File: src/rtl/tlm_frame_arbiter_pkg.sv
// Shared widths, frame geometry, bank encoding and write payload type for the
// telemetry frame arbiter.
package tlm_arb_pkg;

    localparam int unsigned TLM_ADDR_W      = 5;
    localparam int unsigned TLM_DATA_W      = 8;
    localparam int unsigned FRAME_LEN       = 32;
    localparam int unsigned LAST_PARAM_ADDR = FRAME_LEN - 1;

    localparam logic BANK_0 = 1'b0;
    localparam logic BANK_1 = 1'b1;

    typedef struct packed {
        logic [TLM_ADDR_W-1:0] addr;
        logic [TLM_DATA_W-1:0] data;
    } tlm_wr_t;

    // Source index width; a single source still needs one bit of index.
    function automatic int unsigned src_idx_w(input int unsigned n);
        return (n > 1) ? $clog2(n) : 1;
    endfunction

endpackage

File: src/rtl/tlm_frame_arbiter_if.sv
// Receiver/reader side bundle of the telemetry frame arbiter: per-source
// strobes and params in, RAM write port and frame status out.
interface tlm_arb_if
    import tlm_arb_pkg::*;
#(
    parameter int unsigned NUM_SRC = 2
) ();

    localparam int unsigned SRC_W  = src_idx_w(NUM_SRC);
    localparam int unsigned RAM_AW = SRC_W + 1 + TLM_ADDR_W;

    logic [NUM_SRC-1:0]            src_wclk;
    logic [TLM_ADDR_W*NUM_SRC-1:0] src_waddr;
    logic [TLM_DATA_W*NUM_SRC-1:0] src_byte;
    logic [NUM_SRC-1:0]            frame_ack;
    logic                          err_clr;

    logic                          ram_we;
    logic [RAM_AW-1:0]             ram_waddr;
    logic [TLM_DATA_W-1:0]         ram_wdata;
    logic [NUM_SRC-1:0]            frame_ready;
    logic [NUM_SRC-1:0]            ready_bank;
    logic [NUM_SRC-1:0]            ovf_err;
    logic [NUM_SRC-1:0]            overrun_err;

    modport master (
        output src_wclk, src_waddr, src_byte, frame_ack, err_clr,
        input  ram_we, ram_waddr, ram_wdata, frame_ready, ready_bank,
               ovf_err, overrun_err
    );

    modport slave (
        input  src_wclk, src_waddr, src_byte, frame_ack, err_clr,
        output ram_we, ram_waddr, ram_wdata, frame_ready, ready_bank,
               ovf_err, overrun_err
    );

endinterface

File: src/rtl/tlm_frame_arbiter_rr_arbiter.sv
// Combinational round-robin picker: search starts one past ptr and wraps, so
// the most recently granted source has lowest priority.
module rr_arbiter #(
    parameter int unsigned NUM_SRC = 2,
    parameter int unsigned SRC_W   = 1
) (
    input  logic [NUM_SRC-1:0] req,
    input  logic [SRC_W-1:0]   ptr,
    output logic [NUM_SRC-1:0] gnt_c,
    output logic [SRC_W-1:0]   gnt_idx_c,
    output logic               gnt_vld_c
);

    logic [SRC_W-1:0] cand;

    always_comb begin
        gnt_c     = '0;
        gnt_idx_c = '0;
        gnt_vld_c = 1'b0;
        cand      = '0;
        for (int unsigned k = 1; k <= NUM_SRC; k++) begin
            cand = SRC_W'((32'(ptr) + k) % NUM_SRC);
            if (!gnt_vld_c && req[cand]) begin
                gnt_vld_c   = 1'b1;
                gnt_c[cand] = 1'b1;
                gnt_idx_c   = cand;
            end
        end
    end

endmodule

File: src/rtl/tlm_frame_arbiter.sv
// Shares one telemetry RAM write port between NUM_SRC packet receivers,
// ping-ponging each source's frame between two banks.
module tlm_frame_arbiter
    import tlm_arb_pkg::*;
#(
    parameter int unsigned NUM_SRC = 2,
    parameter int unsigned SRC_W   = src_idx_w(NUM_SRC)
) (
    input logic     clk,
    input logic     reset,
    tlm_arb_if.slave bus
);

    localparam int unsigned RAM_AW = SRC_W + 1 + TLM_ADDR_W;

    logic [NUM_SRC-1:0]    pend_vec;
    logic [NUM_SRC-1:0]    bank_vec;
    tlm_wr_t [NUM_SRC-1:0] pend_wr_vec;
    logic [NUM_SRC-1:0]    ready_vec;
    logic [NUM_SRC-1:0]    rbank_vec;
    logic [NUM_SRC-1:0]    ovf_vec;
    logic [NUM_SRC-1:0]    ovr_vec;

    logic [NUM_SRC-1:0]    gnt;
    logic [SRC_W-1:0]      gnt_idx;
    logic                  gnt_vld;
    logic [SRC_W-1:0]      ptr;

    logic                  ram_we_q;
    logic [RAM_AW-1:0]     ram_waddr_q;
    logic [TLM_DATA_W-1:0] ram_wdata_q;

    rr_arbiter #(
        .NUM_SRC (NUM_SRC),
        .SRC_W   (SRC_W)
    ) u_arb (
        .req       (pend_vec),
        .ptr       (ptr),
        .gnt_c     (gnt),
        .gnt_idx_c (gnt_idx),
        .gnt_vld_c (gnt_vld)
    );

    // Round-robin pointer and registered RAM write port.
    always_ff @(posedge clk) begin
        if (reset) begin
            ptr         <= SRC_W'(NUM_SRC - 1);
            ram_we_q    <= 1'b0;
            ram_waddr_q <= '0;
            ram_wdata_q <= '0;
        end else begin
            ram_we_q <= gnt_vld;
            if (gnt_vld) begin
                ptr         <= gnt_idx;
                ram_waddr_q <= {gnt_idx, bank_vec[gnt_idx], pend_wr_vec[gnt_idx].addr};
                ram_wdata_q <= pend_wr_vec[gnt_idx].data;
            end
        end
    end

    for (genvar i = 0; i < NUM_SRC; i++) begin : g_src
        logic    wclk_s;
        logic    wclk_q;
        tlm_wr_t cap_wr;
        logic    pend;
        tlm_wr_t pend_wr;
        logic    bank;
        logic    rdy;
        logic    rdy_bank;
        logic    ovf;
        logic    ovr;

        logic    rise;
        logic    drop;
        logic    complete;
        logic    rdy_after_ack;

        assign rise          = wclk_s & ~wclk_q;
        // A rise on the source being granted this cycle refills pending cleanly.
        assign drop          = rise & pend & ~gnt[i];
        assign complete      = gnt[i] & (pend_wr.addr == TLM_ADDR_W'(LAST_PARAM_ADDR));
        assign rdy_after_ack = rdy & ~bus.frame_ack[i];

        // Addr/byte are registered with the strobe so a one-cycle strobe latches
        // the values present when it was first sampled.
        always_ff @(posedge clk) begin
            if (reset) begin
                wclk_s   <= 1'b0;
                wclk_q   <= 1'b0;
                cap_wr   <= '0;
                pend     <= 1'b0;
                pend_wr  <= '0;
                bank     <= BANK_0;
                rdy      <= 1'b0;
                rdy_bank <= BANK_0;
                ovf      <= 1'b0;
                ovr      <= 1'b0;
            end else begin
                wclk_s      <= bus.src_wclk[i];
                wclk_q      <= wclk_s;
                cap_wr.addr <= bus.src_waddr[i*TLM_ADDR_W +: TLM_ADDR_W];
                cap_wr.data <= bus.src_byte[i*TLM_DATA_W +: TLM_DATA_W];

                if (rise && !drop) begin
                    pend    <= 1'b1;
                    pend_wr <= cap_wr;
                end else if (gnt[i]) begin
                    pend <= 1'b0;
                end

                // Ack is applied before completion; an unacked frame blocks the swap.
                if (complete && !rdy_after_ack) begin
                    rdy      <= 1'b1;
                    rdy_bank <= bank;
                    bank     <= (bank == BANK_0) ? BANK_1 : BANK_0;
                end else begin
                    rdy <= rdy_after_ack;
                end

                ovf <= (ovf & ~bus.err_clr) | drop;
                ovr <= (ovr & ~bus.err_clr) | (complete & rdy_after_ack);
            end
        end

        assign pend_vec[i]    = pend;
        assign pend_wr_vec[i] = pend_wr;
        assign bank_vec[i]    = bank;
        assign ready_vec[i]   = rdy;
        assign rbank_vec[i]   = rdy_bank;
        assign ovf_vec[i]     = ovf;
        assign ovr_vec[i]     = ovr;
    end

    assign bus.ram_we      = ram_we_q;
    assign bus.ram_waddr   = ram_waddr_q;
    assign bus.ram_wdata   = ram_wdata_q;
    assign bus.frame_ready = ready_vec;
    assign bus.ready_bank  = rbank_vec;
    assign bus.ovf_err     = ovf_vec;
    assign bus.overrun_err = ovr_vec;

endmodule

File: src/flat_wrapper.sv
// flat-port wrapper written by rule: the top's interface ports become plain ports
module tlm_frame_arbiter_flat import tlm_arb_pkg::*;
#(
    parameter int unsigned NUM_SRC = 2,
    parameter int unsigned SRC_W   = src_idx_w(NUM_SRC)
)
  (clk, reset, bus_src_wclk, bus_src_waddr, bus_src_byte, bus_frame_ack, bus_err_clr, bus_ram_we, bus_ram_waddr, bus_ram_wdata, bus_frame_ready, bus_ready_bank, bus_ovf_err, bus_overrun_err);
  tlm_arb_if #(.NUM_SRC(NUM_SRC)) bus_i ();
  input logic clk;
  input logic reset;
  input wire logic [$bits(bus_i.src_wclk)-1:0] bus_src_wclk;
  input wire logic [$bits(bus_i.src_waddr)-1:0] bus_src_waddr;
  input wire logic [$bits(bus_i.src_byte)-1:0] bus_src_byte;
  input wire logic [$bits(bus_i.frame_ack)-1:0] bus_frame_ack;
  input wire logic [$bits(bus_i.err_clr)-1:0] bus_err_clr;
  output wire logic [$bits(bus_i.ram_we)-1:0] bus_ram_we;
  output wire logic [$bits(bus_i.ram_waddr)-1:0] bus_ram_waddr;
  output wire logic [$bits(bus_i.ram_wdata)-1:0] bus_ram_wdata;
  output wire logic [$bits(bus_i.frame_ready)-1:0] bus_frame_ready;
  output wire logic [$bits(bus_i.ready_bank)-1:0] bus_ready_bank;
  output wire logic [$bits(bus_i.ovf_err)-1:0] bus_ovf_err;
  output wire logic [$bits(bus_i.overrun_err)-1:0] bus_overrun_err;
  assign bus_i.src_wclk = bus_src_wclk;
  assign bus_i.src_waddr = bus_src_waddr;
  assign bus_i.src_byte = bus_src_byte;
  assign bus_i.frame_ack = bus_frame_ack;
  assign bus_i.err_clr = bus_err_clr;
  assign bus_ram_we = bus_i.ram_we;
  assign bus_ram_waddr = bus_i.ram_waddr;
  assign bus_ram_wdata = bus_i.ram_wdata;
  assign bus_frame_ready = bus_i.frame_ready;
  assign bus_ready_bank = bus_i.ready_bank;
  assign bus_ovf_err = bus_i.ovf_err;
  assign bus_overrun_err = bus_i.overrun_err;
  tlm_frame_arbiter #(.NUM_SRC(NUM_SRC), .SRC_W(SRC_W)) u_core (.clk(clk), .reset(reset), .bus(bus_i));
endmodule
File: config.mk
export PLATFORM = sky130hd
export DESIGN_NAME = tlm_frame_arbiter_flat
export DESIGN_NICKNAME = d
export VERILOG_FILES = /design/src/rtl/tlm_frame_arbiter_pkg.sv /design/src/rtl/tlm_frame_arbiter_if.sv /design/src/rtl/tlm_frame_arbiter_rr_arbiter.sv /design/src/rtl/tlm_frame_arbiter.sv /design/src/flat_wrapper.sv
export SDC_FILE = /design/constraint.sdc
export NUM_CORES = 1
export LEC_CHECK = 0
export ABC_CLOCK_PERIOD_IN_PS = 2900
export CORE_MARGIN = 2
export CORE_UTILIZATION = 55
export CTS_CLUSTER_DIAMETER = 30
export CTS_CLUSTER_SIZE = 14
export DETAILED_ROUTE_END_ITERATION = 16
export PLACE_DENSITY = 0.94
export SLEW_MARGIN = 10
export SYNTH_ARGS = -nofsm -noshare
export SYNTH_HDL_FRONTEND = slang
export SYNTH_SLANG_ARGS = --single-unit
File: constraint.sdc
create_clock -name clk -period 2.9 [get_ports clk]
set_clock_uncertainty 0.2 [all_clocks]
set_input_delay 0.58 -clock clk [delete_from_list [all_inputs] [get_ports clk]]
set_output_delay 0.58 -clock clk [all_outputs]
set_load 0.01 [all_outputs]
==> run metrics, run 1 <==
design area 3812 sq um; Tcrit/Tclk final 69.78%; Hold Path Class flop to flop; Int Pwr between 0.0015 and 0.002 W; layout overhead on the synthesized area 23.51%; unrepaired setup endpoints after global routing no; largest net degree at the start of global routing 31; Hold Path Sink u_core.g_src[1].pend_wr[7]; Row Count 27; slowest CP cell clkdlybuf4s50_1; Final setup viols 0; WHS about 250 ps; Leakage 1.357 nW; critical path fanouts, max 2; Gate Count Post-Synth 320; final WL 5.970 mm; Yosys cell types 33; status finished, final reports clean; Starting DRT DRC Count 168; Pins Over Slew Limit 0; Worst R2R Start u_core.g_src[1].wclk_s; Reg2Reg Depth 3; Synth Flop Type dfxtp_1; mean post-synth cell area 9.646 sq um; share of cells above drive strength 1 6.593%; Pwr Total 0.002356 W; setup_tns 0 ps; vias after detailed routing 2300; hold path startpoint u_core.g_src[1].cap_wr[7]; Synth Warn # 0; TritonCTS clock tree done; maximum VDD drop ~0.41 mV; Mapped Nets 353; postcts setup bufs 0; Worst-path clk slew 80 ps; Comb pwr share 6.1%; Setup CP Type flop to primary output; cells along the critical path clkdlybuf4s50_1; CTS resizes 0; via/cell ratio about 5.3; Residual DRC 0; net switching power 0.0004770 W; most frequent cells after synthesis 85 x dfxtp_1, 35 x nor2b_1, 33 x a21oi_1; required time worst endpoint 2120 ps; CTS buffer count 9; largest family of logic cells by synthesized area simple AND/OR/NAND/NOR gates; delay-heaviest family, CP buffers and inverters; Worst setup SP type flop; WP buf/inv 1; CTS Hold Buffers Added 0; measured slew at the worst slew-check pin 1102 ps; top-area cell type share of the netlist area between 50% and 60%; Post-synth ARST share 0%; Rel. slew slack about a quarter; Post-Synth Adder-Cell Area 0%; #FFs+latches synth 85; Placement Cell Area approximately 3600 sq um; hold depth 2; ranking of synthesized cells by area dfxtp_1 55%, nor2b_1 7.1%, mux2i_1 5.5%; Clock Power Share 41.8%; vias in the first global route 2142; worst skew pair latency about 350 ps; post-route antenna net violation count 0; global route overflow 0; R2R setup slack 970 ps; Sink Count 85; Clock Tree Buf Depth 2; H-tree levels 3; Layout Nets about 400; top-count cell post-synth dfxtp_1; switch share between 20% and 30%; initial core utilization a little under three fifths; total iterations of the first detailed-routing run 4; GPL Wtd Cong 0.8272; CP arrival 1240 ps; diodes inserted 0; post-route minimum period 2024 ps; PortBufs 56; crit path capture type primary output; HPWL Detailed 4.057 mm; die height 78.92 um; Crit path largest cell delay 540 ps; full die area just over 6000 sq um; clock root buffer master clkbuf_8; Total GRT Usage 20.62%; area leader, netlist dfxtp_1; Fill cells 431; Flop pwr share 52.1%; number of top-level pins 57; Die X roughly 80 um; Routed WL per cell 13.69 um; first-pass GRT wire length 9.873 mm; Power Density 618.1 nW/um^2; Max Cap Viol 0; initial antenna violation count 0; reg2reg end u_core.g_src[1].ovf; number of synthesized flops with an enable pin 0; core area roughly 5500 sq um; post-synthesis mux area share 5.513%; Final Hold Fails 0; xor and xnor fraction of the mapped netlist area 0%; Simple-Gate Fraction of Synth Area 19.58%; Fmax a little under 500 MHz; Mapped Area 3087 sq um; Synth Area in Compound Gates 13.86%; sequential share of the synthesized area 55.13%
-- state kept, by name, indices dropped and copies added, names as in the netlist --
register	count
u_core.g_src.pend	2
u_core.bus.ram_wdata	8
u_core.g_src.cap_wr	26
u_core.ptr	1
u_core.g_src.ovf	2
u_core.g_src.pend_wr	26
u_core.g_src.bank	2
u_core.g_src.wclk_q	2
u_core.bus.ram_waddr	7
u_core.g_src.ovr	2
u_core.g_src.wclk_s	2
u_core.g_src.rdy	2
u_core.g_src.rdy_bank	2
u_core.bus.ram_we	1
-- layer usage --
layer,vias to the layer above,share of wire [%],global-route usage (%)
met5,-,0,0
met4,0,2.4,12.07
met3,14,4.1,4.091
met2,68,47,32.05
met1,1055,46,26.75
li1,1163,-,-
-- final cells by class --
| type | count | area (sq um) | share of cell area, % |
|---|---|---|---|
| repair buffers | 58 | 570.5 | 14.97 |
| flip-flops and latches | 85 | 1702 | 44.63 |
| clock buffers | 12 | 145.1 | 3.807 |
| clock inverters | 4 | 95.09 | 2.494 |
| inverters | 2 | 7.507 | 0.1969 |
| multi-input cells | 203 | 1202 | 31.54 |
| well taps | 72 | 90.09 | 2.363 |
-- logic make-up (layout without fill, tap and decap cells) --
family	after synthesis	in the layout
AO/OA/AOI/OAI	79	79
flip-flops	85	85
AND/OR/NAND/NOR	107	107
buffers and inverters	32	76
multiplexers	17	17
-- stage by stage --
stage	utilization [%]	worst slack, ps	instances
after floorplan	-	1333	320
after global placement	65.27	1028	420
after detailed placement	65.27	941.5	420
after CTS	69.66	860.3	436
after global routing	69.66	827.6	436
final	69.66	876.4	436
-- worst max-delay path by stage --
stage / to / slack (ps) / cells after the start / startpoint
6_report: bus_ram_wdata[4] / 880 / 1 / u_core.bus.ram_wdata[4]
5_1_grt: bus_ram_wdata[2] / 830 / 1 / u_core.bus.ram_wdata[2]
4_1_cts: bus_ram_waddr[4] / 860 / 1 / u_core.bus.ram_waddr[4]
3_5_place_dp: u_core.bus.ram_wdata[2] / 940 / 4 / reset
3_3_place_gp: u_core.bus.ram_waddr[4] / 1030 / 3 / reset
2_1_floorplan: u_core.g_src[0].ovf / 1330 / 4 / reset
-- power by group through the flow --
stage	Sequential [W]	Combinational [W]	Clock, W
3_5_place_dp	0.00125	0.000142	0
5_1_grt	0.00123	0.000157	0.00105
2_1_floorplan	0.00125	0.0000833	0
3_3_place_gp	0.00125	0.000138	0
6_report	0.00123	0.000143	0.000986
4_1_cts	0.00123	0.000144	0.000997
-- cell usage in the layout, fill, tap and decap left out, types with 2 or more instances in the layout --
cell	Yosys	layout
buf_4	10	2
and4_1	2	2
clkbuf_1	8	2
nor2b_1	35	35
nand4_1	2	2
nand2_1	15	15
bufinv_16	0	3
clkbuf_8	0	10
nor2_1	5	5
dfxtp_1	85	85
inv_1	2	2
clkdlybuf4s50_1	0	55
a31oi_1	2	2
o21ai_1	9	9
mux2i_1	17	17
or2_2	2	2
nand3_1	28	28
a21oi_1	33	33
nand2b_1	10	10
o21ai_0	30	30
No activity file was read; power rests on OpenSTA's default activity.
==> run 2: changes to the inputs <==
ABC_CLOCK_PERIOD_IN_PS = 2000   (was 2900)
CORE_UTILIZATION = 51   (was 55)
PLACE_DENSITY = 0.89   (was 0.94)
clock period = 2 ns   (was 2.9 ns; I/O delays follow)
==> run 2 against run 1 <==
Against the previous run: non-clock buffer count rose by 7; critical path depth did not move; register-to-register slack got worse by 740 ps; cell count rose by 2.1%; clock power barely moved; cell area fell by 0.33%; via count rose by 2.1%; power rose by 28%; highest routed layer unchanged.
==> run metrics, run 2 (synthesis gave the netlist of run 1 again) <==
CTS buffer count 9; first-pass GRT wire length ~10 mm; multi-input logic area approximately 1200 sq um; Routed WL per cell 14.20 um; Starting DRT DRC Count 159; Fill cells 514; Crit path largest cell delay approximately 550 ps; setup_tns 0 ps; largest net degree at the start of global routing 32; global route overflow 0; Fmax approximately 540 MHz; TritonCTS clock tree done; total iterations of the first detailed-routing run 5; initial core utilization 52.44%; Non-Filler Instances 445; number of top-level pins 57; full die area 6690 sq um; required time worst endpoint 1400 ps; Final Hold Fails 0; H-tree levels 3; Flop pwr share just under 60%; Placement Cell Area around 3600 sq um; design area 3800 sq um; Total GRT Usage 20.36%; Leakage 1.355 nW; Hold Path Class flop to flop; critical path fanouts, max 2; Power Density 795.1 nW/um^2; commonest non-fill, non-tap cell in the layout dfxtp_1; FF+latch area 1702 sq um; WHS about 250 ps; dpl cells between 400 and 500; via/cell ratio between 5 and 6; crit path capture type primary output; Final setup viols 0; delay-heaviest family, CP buffers and inverters; die height 81.80 um; Clock Power Share 33.8%; CTS resizes 0; core area slightly below 6000 sq um; R2R setup slack 230 ps; Max Cap Viol 0; post-route antenna net violation count 0; slowest CP cell clkdlybuf4s50_1; Comb pwr share around 7.2%; layout overhead on the synthesized area 23.10%; net switching power around 0.00067 W; Setup CP Type flop to primary output; Worst setup SP type flop; Layout Nets 399; vias after detailed routing roughly 2300; clock root buffer master clkbuf_8; WP buf/inv 1; share of cells above drive strength 1 under 10%; Row Count 28; Tcrit/Tclk final between 90% and 100%; postcts setup bufs 0; Sink Count 85; Residual DRC 0; HPWL Detailed 4.292 mm; cells along the critical path clkdlybuf4s50_1; GPL Wtd Cong 0.8367; unrepaired setup endpoints after global routing no; Rel. slew slack 47.91%; CP arrival 1260 ps; CTS Hold Buffers Added 0; commonest non-fill, non-tap cells in the layout 85 x dfxtp_1, 55 x clkdlybuf4s50_1, 35 x nor2b_1; Clock Tree Buf Depth 2; diodes inserted 0; switch share 22.32%; post-route minimum period between 1500 and 2000 ps; status finished, final reports clean; measured slew at the worst slew-check pin 777.2 ps; Pins Over Slew Limit 0; Die X 81.80 um; vias in the first global route 2273; Worst-path clk slew 80 ps; maximum VDD drop between 0.4 and 0.5 mV; final WL 6.318 mm; Int Pwr about 0.0023 W; worst skew pair latency 350 ps; PortBufs 56; initial antenna violation count 0
[run 2: changes by cell type in the layout (fill, tap and decap cells not counted), sizes merged]
cell    delta
buf        +7
clkinv     +1
bufinv     -3
clkbuf     +1
[run 2: final timing paths]
path / startpoint / endpoint / depth (start not counted)
hold / removal: u_core.g_src[1].cap_wr[6] / u_core.g_src[1].pend_wr[6] / 2
setup reg to reg: u_core.g_src[1].pend / u_core.bus.ram_wdata[5] / 4
hold reg to reg: u_core.g_src[1].cap_wr[6] / u_core.g_src[1].pend_wr[6] / 2
setup / recovery: u_core.bus.ram_waddr[3] / bus_ram_waddr[3] / 1
[run 2: cell type report]
class | count | share of cell area [%]
Clock buffer | 13 | 3.918
Clock inverter | 2 | 0.2634
Inverter | 2 | 0.1976
Multi-Input combinational cell | 203 | 31.64
Sequential cell | 85 | 44.78
Tap cell | 75 | 2.470
Timing Repair Buffer | 65 | 16.73
[run 2: stage by stage]
stage | utilization, % | power [W] | setup WS (ps)
after floorplan | - | 0.001929 | 556.8
after global placement | 61.86 | 0.002029 | 339.7
after detailed placement | 61.86 | 0.002037 | 294.3
after CTS | 64.56 | 0.003039 | 130.9
after global routing | 64.56 | 0.003129 | 108.2
final | 64.56 | 0.003021 | 143.2
[run 2: power groups by stage]
stage	logic [W]	registers (W)	clock network, W
after detailed placement	0.000216	0.00182	0
final	0.000217	0.00178	0.00102
after floorplan	0.000121	0.00181	0
after global placement	0.000211	0.00182	0
after global routing	0.000238	0.00179	0.00110
after CTS	0.000218	0.00178	0.00104
[run 2: routing by layer]
layer | vias up | global-route usage [%] | routed length, um
li1 | 1172 | - | -
met1 | 1081 | 24.27 | 2688
met2 | 89 | 34.23 | 3127
met3 | 7 | 3.736 | 408
met4 | 0 | 11.83 | 94
met5 | - | 0 | 0
